<file path="src/rtl/uart_pkg.sv">
// Shared definitions for the FIFO-fed UART transmitter: FSM state encoding
// and the serial line levels for the start and stop bits.
package uart_pkg;

    typedef enum logic [2:0] {
        IDLE  = 3'd0,
        FETCH = 3'd1,
        LOAD  = 3'd2,
        START = 3'd3,
        DATA  = 3'd4,
        STOP  = 3'd5
    } tx_state_t;

    localparam logic START_BIT = 1'b0;
    localparam logic STOP_BIT  = 1'b1;

endpackage

</file>
<file path="src/rtl/uart_baud_tick.sv">
// Bit-period timer: counts 0..CLKS_PER_BIT-1 and flags the last cycle of each bit.
// Held at zero while clear is high so every frame starts on a full bit period.
module uart_baud_tick #(
    parameter int CLKS_PER_BIT = 16
) (
    input  logic clk,
    input  logic rst,
    input  logic clear,
    output logic tick
);

    localparam int CW = $clog2(CLKS_PER_BIT);
    localparam logic [CW-1:0] LAST = CW'(CLKS_PER_BIT - 1);

    logic [CW-1:0] cnt;

    assign tick = !clear && (cnt == LAST);

    always_ff @(posedge clk or posedge rst) begin
        if (rst)
            cnt <= '0;
        else if (clear || tick)
            cnt <= '0;
        else
            cnt <= cnt + 1'b1;
    end

endmodule

</file>
<file path="src/rtl/fifo_uart_tx.sv">
// UART transmitter that pops bytes from an upstream FIFO and sends 8N1-style
// frames (start, DWIDTH data bits LSB first, one stop bit) with a registered tx.
//
// state | meaning
// IDLE  | line high, waiting for enable and a non-empty FIFO
// FETCH | one-cycle FIFO pop request
// LOAD  | FIFO read data valid, captured into the shift register
// START | start bit on the line
// DATA  | data bits on the line, LSB first
// STOP  | stop bit; tx_done on its final cycle
module fifo_uart_tx
    import uart_pkg::*;
#(
    parameter int DWIDTH       = 8,
    parameter int CLKS_PER_BIT = 16
) (
    input  logic              clk,
    input  logic              rst,
    input  logic              enable,
    input  logic              fifo_empty,
    input  logic [DWIDTH-1:0] fifo_data,
    output logic              fifo_rd_en,
    output logic              tx,
    output logic              busy,
    output logic              tx_done
);

    localparam int BW = $clog2(DWIDTH) + 1;
    localparam logic [BW-1:0] LAST_BIT = BW'(DWIDTH - 1);

    tx_state_t         state, state_nxt;
    logic [DWIDTH-1:0] shreg;
    logic [BW-1:0]     bit_cnt;
    logic              tick;
    logic              baud_clear;
    logic              can_start;

    assign can_start  = enable && !fifo_empty;
    assign baud_clear = (state == IDLE) || (state == FETCH) || (state == LOAD);

    uart_baud_tick #(
        .CLKS_PER_BIT(CLKS_PER_BIT)
    ) u_baud (
        .clk   (clk),
        .rst   (rst),
        .clear (baud_clear),
        .tick  (tick)
    );

    always_ff @(posedge clk or posedge rst) begin
        if (rst)
            state <= IDLE;
        else
            state <= state_nxt;
    end

    always_comb begin
        state_nxt  = state;
        fifo_rd_en = 1'b0;
        tx_done    = 1'b0;
        busy       = (state != IDLE);
        case (state)
            IDLE:  if (can_start) state_nxt = FETCH;
            FETCH: begin
                fifo_rd_en = 1'b1;
                state_nxt  = LOAD;
            end
            LOAD:  state_nxt = START;
            START: if (tick) state_nxt = DATA;
            DATA:  if (tick && (bit_cnt == LAST_BIT)) state_nxt = STOP;
            STOP: begin
                if (tick) begin
                    tx_done   = 1'b1;
                    state_nxt = can_start ? FETCH : IDLE;
                end
            end
            default: state_nxt = IDLE;
        endcase
    end

    // The shift register is pre-shifted as each bit goes out, so tx always
    // reloads from bit 0 at the next boundary.
    always_ff @(posedge clk or posedge rst) begin
        if (rst) begin
            tx      <= STOP_BIT;
            shreg   <= '0;
            bit_cnt <= '0;
        end else begin
            case (state)
                LOAD: begin
                    shreg   <= fifo_data;
                    bit_cnt <= '0;
                    tx      <= START_BIT;
                end
                START: begin
                    if (tick) begin
                        tx    <= shreg[0];
                        shreg <= shreg >> 1;
                    end
                end
                DATA: begin
                    if (tick) begin
                        if (bit_cnt == LAST_BIT) begin
                            tx      <= STOP_BIT;
                            bit_cnt <= '0;
                        end else begin
                            tx      <= shreg[0];
                            shreg   <= shreg >> 1;
                            bit_cnt <= bit_cnt + 1'b1;
                        end
                    end
                end
                default: tx <= STOP_BIT;
            endcase
        end
    end

endmodule

</file>
<file path="config.mk">
export PLATFORM = sky130hd
export DESIGN_NAME = fifo_uart_tx
export DESIGN_NICKNAME = d
export VERILOG_FILES = /design/src/rtl/uart_pkg.sv /design/src/rtl/uart_baud_tick.sv /design/src/rtl/fifo_uart_tx.sv
export SDC_FILE = /design/constraint.sdc
export NUM_CORES = 1
export LEC_CHECK = 0
export ABC_AREA = 1
export BUFFER_PORTS_ARGS = -buffer_cell sky130_fd_sc_hd__buf_2
export CAP_MARGIN = 20
export CORE_MARGIN = 1
export CORE_UTILIZATION = 55
export DETAILED_ROUTE_END_ITERATION = 8
export GPL_TIMING_DRIVEN = 0
export HOLD_SLACK_MARGIN = 0.03
export PLACE_DENSITY = 0.77
export SLEW_MARGIN = 20
export SYNTH_ARGS = -nofsm -noshare
export SYNTH_HDL_FRONTEND = slang
export SYNTH_SLANG_ARGS = --single-unit
</file>
<file path="constraint.sdc">
create_clock -name clk -period 1.85 [get_ports clk]
set_clock_uncertainty 0.1 [all_clocks]
set_input_delay 0.2775 -clock clk [delete_from_list [all_inputs] [get_ports clk]]
set_output_delay 0.2775 -clock clk [all_outputs]
set_load 0.005 [all_outputs]
</file>
; ---- Yosys cells after proc, flatten, opt, wreduce, memory -nomap -nowiden
; Cells that the tools add are included.
[word_totals]
output_inout_bits = 4
register_bits = 20
inputBits = 12
word_cells = 57
[classes]
eq_ne = 13
n_mux = 21
reduce_logical = 16
add_sub_neg = 2
[op_table]
columns = operator, n
row1 = two-way mux 8 bit, 3
row2 = one-hot mux 8 bit (3 select lines), 1
row3 = one-hot mux 3 bit (6 select lines), 1
row4 = two-way mux 3 bit, 4
row5 = two-way mux 4 bit, 3
row6 = "inequality test 2 bit, second input constant", 6
row7 = "adder 4 x 1 -> 4 bit, second input constant", 2
row8 = one-hot mux 4 bit (2 select lines), 1
row9 = AND reduction 4 bit, 2
row10 = two-way mux 1 bit, 7
row11 = "equality test 3 x 2 -> 1 bit, second input constant", 2
row12 = "equality test 3 bit, second input constant", 2
row13 = nonzero test 3 bit, 2
row14 = "equality test 4 x 3 -> 1 bit, second input constant", 1
row15 = "equality test 4 bit, second input constant", 1
row16 = AND reduction 2 bit, 2
row17 = "equality test 3 x 1 -> 1 bit, second input constant", 1
row18 = logical AND 1 bit, 3
row19 = zero test 3 bit, 1
row20 = logical OR 1 bit, 3
row21 = one-hot mux 1 bit (3 select lines), 1
row22 = zero test 1 bit, 2
row23 = nonzero test 2 bit, 1

; ---- Logic depth before layout (Yosys ltp)
[depth]
ltp_word = 8
ltp_mapped = 9
ltp_nobuf = 9

; ---- By module
; From an unflattened synthesis, not the netlist that was laid out.
[unflattened]
hier_cells = 157
hier_area_um2 = 1253.7
[modules_own_cells]
columns = mod, area_each_um2, seq_area_each_um2, n_inst, cells_per_inst
row1 = fifo_uart_tx, 1056.0, 401.6, 1, 137
row2 = uart_baud_tick, 197.7, 100.1, 1, 20

; ---- Least setup slack after synthesis
; Ideal clock, no wire load.
[synth_timing]
path_type = register to register
startpoint = register u_baud.cnt[0]
endpoint = register state[2]
setup_ps = 117
t_arrival_ps = 1158
synth_period_minus_slack_ps = 1375
n_path_buf = 0
path_slack_ps = 475
stages_incl_launch_ff = 9
t_required_ps = 1633
path_cell_list = dfrtp_1 ha_1 nand3_2 nand2_4 nor2_2 nor2_1 nand2_1 nand2_1 nand2_1
[synth_between]
elab_chain_len = 5
word_cells_on_any_way = 7
classes_between = 4 x eq/ne / 3 x reduce/logical
[synth_lines]
columns = item, line_no
row1 = from (decl), uart_baud_tick.sv:15  ; logic [CW-1:0] cnt;
row2 = from (signal assigned), uart_baud_tick.sv:25  ; cnt <= cnt + 1'b1;
row3 = equality test 4 bit *, uart_baud_tick.sv:17  ; assign tick = !clear && (cnt == LAST);
row4 = logical AND 1 bit *, uart_baud_tick.sv:17
row5 = logical AND 1 bit, fifo_uart_tx.sv:70  ; DATA: if (tick && (bit_cnt == LAST_BIT)) state_nxt = STOP;
row6 = inequality test 2 bit (no source line), -
row7 = AND reduction 4 bit (no source line) *, -
row8 = to (signal assigned), fifo_uart_tx.sv:54  ; state <= state_nxt;
row9 = to (decl), fifo_uart_tx.sv:31  ; tx_state_t state, state_nxt;
; Mark *: on every way between the ends. The rest lies on a longest branch, timed or not.
; A chain may end at the register's enable or synchronous reset.

; ---- Worst setup path in the final report
[layout_timing]
startpoint = register u_baud.cnt[0]
endpoint = output tx_done
[layout_between]
elab_chain_len = 4
[layout_lines]
columns = item, line_no
row1 = equality test 4 bit, uart_baud_tick.sv:17
row2 = logical AND 1 bit, uart_baud_tick.sv:17
row3 = two-way mux 1 bit, fifo_uart_tx.sv:72  ; if (tick) begin
row4 = two-way mux 1 bit, fifo_uart_tx.sv:62  ; case (state)
row5 = to (decl), fifo_uart_tx.sv:25  ; output logic tx_done
; No other way between the ends.

==> impl_metrics.env <==
export IMPL_place_congestion=0.778
export IMPL_clock_latency_ns=0.31
export IMPL_core_area_um2=1940
export IMPL_wl_per_cell_um=11.1
export IMPL_fin_crit_ns=1.72
export IMPL_max_cap_viol_count=0
export IMPL_cts_buffers=3
export IMPL_post_dp_cell_area_um2=1240
export IMPL_die_w_um=47.3
export IMPL_drt_pass1_iterations=6
export IMPL_antenna_found_initial=0
export IMPL_die_h_um=47.3
export IMPL_cp_startpoint="u_baud.cnt[0]"
export IMPL_port_buffers=15
export IMPL_hp_class="primary input to flop"
export IMPL_min_path_cells=3
export IMPL_setup_slack_ns=0.135
export IMPL_critPathKind="flop to output pin"
export IMPL_grt_remaining_overflow=0
export IMPL_reg2reg_depth=7
export IMPL_fillers=187
export IMPL_drtIter0Drc=27
export IMPL_track_usage=0.217
export IMPL_clkTransAtPathRegs_ns=0.12
export IMPL_rsz0062_at_grt="no"
export IMPL_n_antenna_cell=0
export IMPL_critPathLaunchType="flop"
export IMPL_drc=1
export IMPL_regArea_um2=502
export IMPL_synth_cells=147
export IMPL_io_pins=16
export IMPL_yosysSeqAreaShare=0.445
export IMPL_hp_start="fifo_data[7]"
export IMPL_final_common_cell="nand2_1"
export IMPL_drt_wl_total_um=2160
export IMPL_r2r_slack_ns=0.24
export IMPL_grt_pass1_wl_um=3380
export IMPL_grt_max_degree=21
export IMPL_dieArea_um2=2240
export IMPL_grt_pass1_vias=867
export IMPL_timing_fmax_mhz=583
export IMPL_synth_cell_types=26
export IMPL_htreeDepth=1
export IMPL_min_to="shreg[7]"
export IMPL_tns_ns=0
export IMPL_finalInstanceArea_um2=1310
export IMPL_tightestPinTransition_ns=0.774
export IMPL_area_growth_pct=15.9
export IMPL_clockBufferDepth=2
export IMPL_finalCritPeriodShare=0.927
export IMPL_worstPathRequired_ns=1.47
export IMPL_via_per_inst=5.08
export IMPL_rr_startpoint="bit_cnt[0]"
export IMPL_cts_root_buffer="clkbuf_4"
export IMPL_max_slew_margin_rel=0.484
export IMPL_r2r_end="shreg[6]"
export IMPL_synth_fp_nets=161
export IMPL_pre_cts_ws_ns=0.244
export IMPL_hpwl_um=1600
export IMPL_fin_util=0.673
export IMPL_run_status="finished, violations left"
export IMPL_multi_input_area_um2=599
export IMPL_final_antenna_net_count=0
export IMPL_routed_via_count=990
export IMPL_finalSetupViolCount=0
export IMPL_p_leak_nw=0.679
export IMPL_synth_avg_cell_area_um2=7.68
export IMPL_layout_common_cells="nand2_1 (63), dfrtp_1 (19), buf_2 (15)"
export IMPL_drive_above_1_share=0.238
export IMPL_drv_slew=0
export IMPL_dp_cells=189
export IMPL_hold_violations=0
export IMPL_ys_warnings_count=0
export IMPL_fp_row_count=16
export IMPL_final_cells=195
export IMPL_cts_tree="built"
export IMPL_cp_arrival_ns=1.34
export IMPL_synth_ff_latch_count=20
export IMPL_finalNetCount=183
export IMPL_clock_sinks=20
export IMPL_power_density_nw_per_um2=572
export IMPL_cp_end_kind="output pin"
export IMPL_initial_utilization=0.581
export IMPL_worst_path_max_fanout=6
export IMPL_synth_cell_area_um2=1130
export IMPL_peakVddDrop_mv=0.501
export IMPL_violations="DRC"
## area by class of cell
type	instances	area share
clock buffer	4	0.0278
inverter	11	0.0335
tap	27	0.0258
timing repair buffer	17	0.0708
sequential	20	0.384
multi-input combinational	116	0.458
## where the power goes
| part | internal, mW | switching [mW] | total, mW |
|---|---|---|---|
| Sequential | 0.446 | 0.00443 | 0.450 |
| Combinational | 0.0160 | 0.0193 | 0.0353 |
| Clock | 0.120 | 0.143 | 0.263 |
| Total | 0.582 | 0.166 | 0.748 |
## routing by layer
layer  global-route usage  wire (um)
met3               0.0577         62
met5                    0          0
met2                0.378       1110
met4               0.0686         21
met1                0.260        962
## worst max-delay path, cell delays in order (launching register included)
cell and delay, ns:
dfrtp_1 0.39, ha_2 0.22, nand3_4 0.13, nor4_2 0.14
buf_2 0.14
## logic make-up (layout without fill, tap and decap cells)
kind of cell | Yosys count | count (layout) | synth area share
DFF | 20 | 20 | 0.445
and+or+nand+nor | 103 | 103 | 0.433
AOI/OAI and AO/OA | 9 | 9 | 0.0455
buffers and inverters | 11 | 32 | 0.0388
adders and majority gates | 2 | 2 | 0.0222
xor gates and xnor gates | 2 | 2 | 0.0155
## metrics by stage
stage	total power, mW	hold slack [ns]
6_report	0.748	0.0815
5_1_grt	0.775	0.0976
4_1_cts	0.746	0.0953
3_5_place_dp	0.493	0.349
3_3_place_gp	0.491	0.342
2_1_floorplan	0.475	0.141
## flip-flops by register name (all words and copies together), names as in the netlist
signal / count
bit_cnt: 4
shreg: 8
state: 3
tx: 1
u_baud.cnt: 4
## cell usage after synthesis, drive strengths merged
cell type,count,area share
dfstp,1,0.023
o21a,1,0.0067
nand2,69,0.26
nor2,15,0.065
nor3,2,0.0089
dfrtp,19,0.42
inv,11,0.039
nor3b,1,0.0067
nor4,1,0.0055
nand3,11,0.058
ha,2,0.022
a21oi,4,0.018
xnor2,1,0.0078
xor2,1,0.0078
nand3b,1,0.0067
o21ai,4,0.021
nand4,3,0.022
## how the worst max path moves through the flow
stage | to | slack [ns] | cells past startpoint
floorplan | state[2] | 0.47 | 8
global placement | shreg[7] | 0.31 | 6
detailed placement | shreg[7] | 0.24 | 7
CTS | tx_done | 0.01 | 4
global route | tx_done | 0.02 | 4
finish | tx_done | 0.13 | 4
## what timing repair did
item	CTS	global route
gates resized for setup	0	3
endpoints found under the hold margin	19	0
setup endpoints to repair	0	1
buffers inserted	0	1
hold buffers	1	0
(Power assumes the default switching activity.)
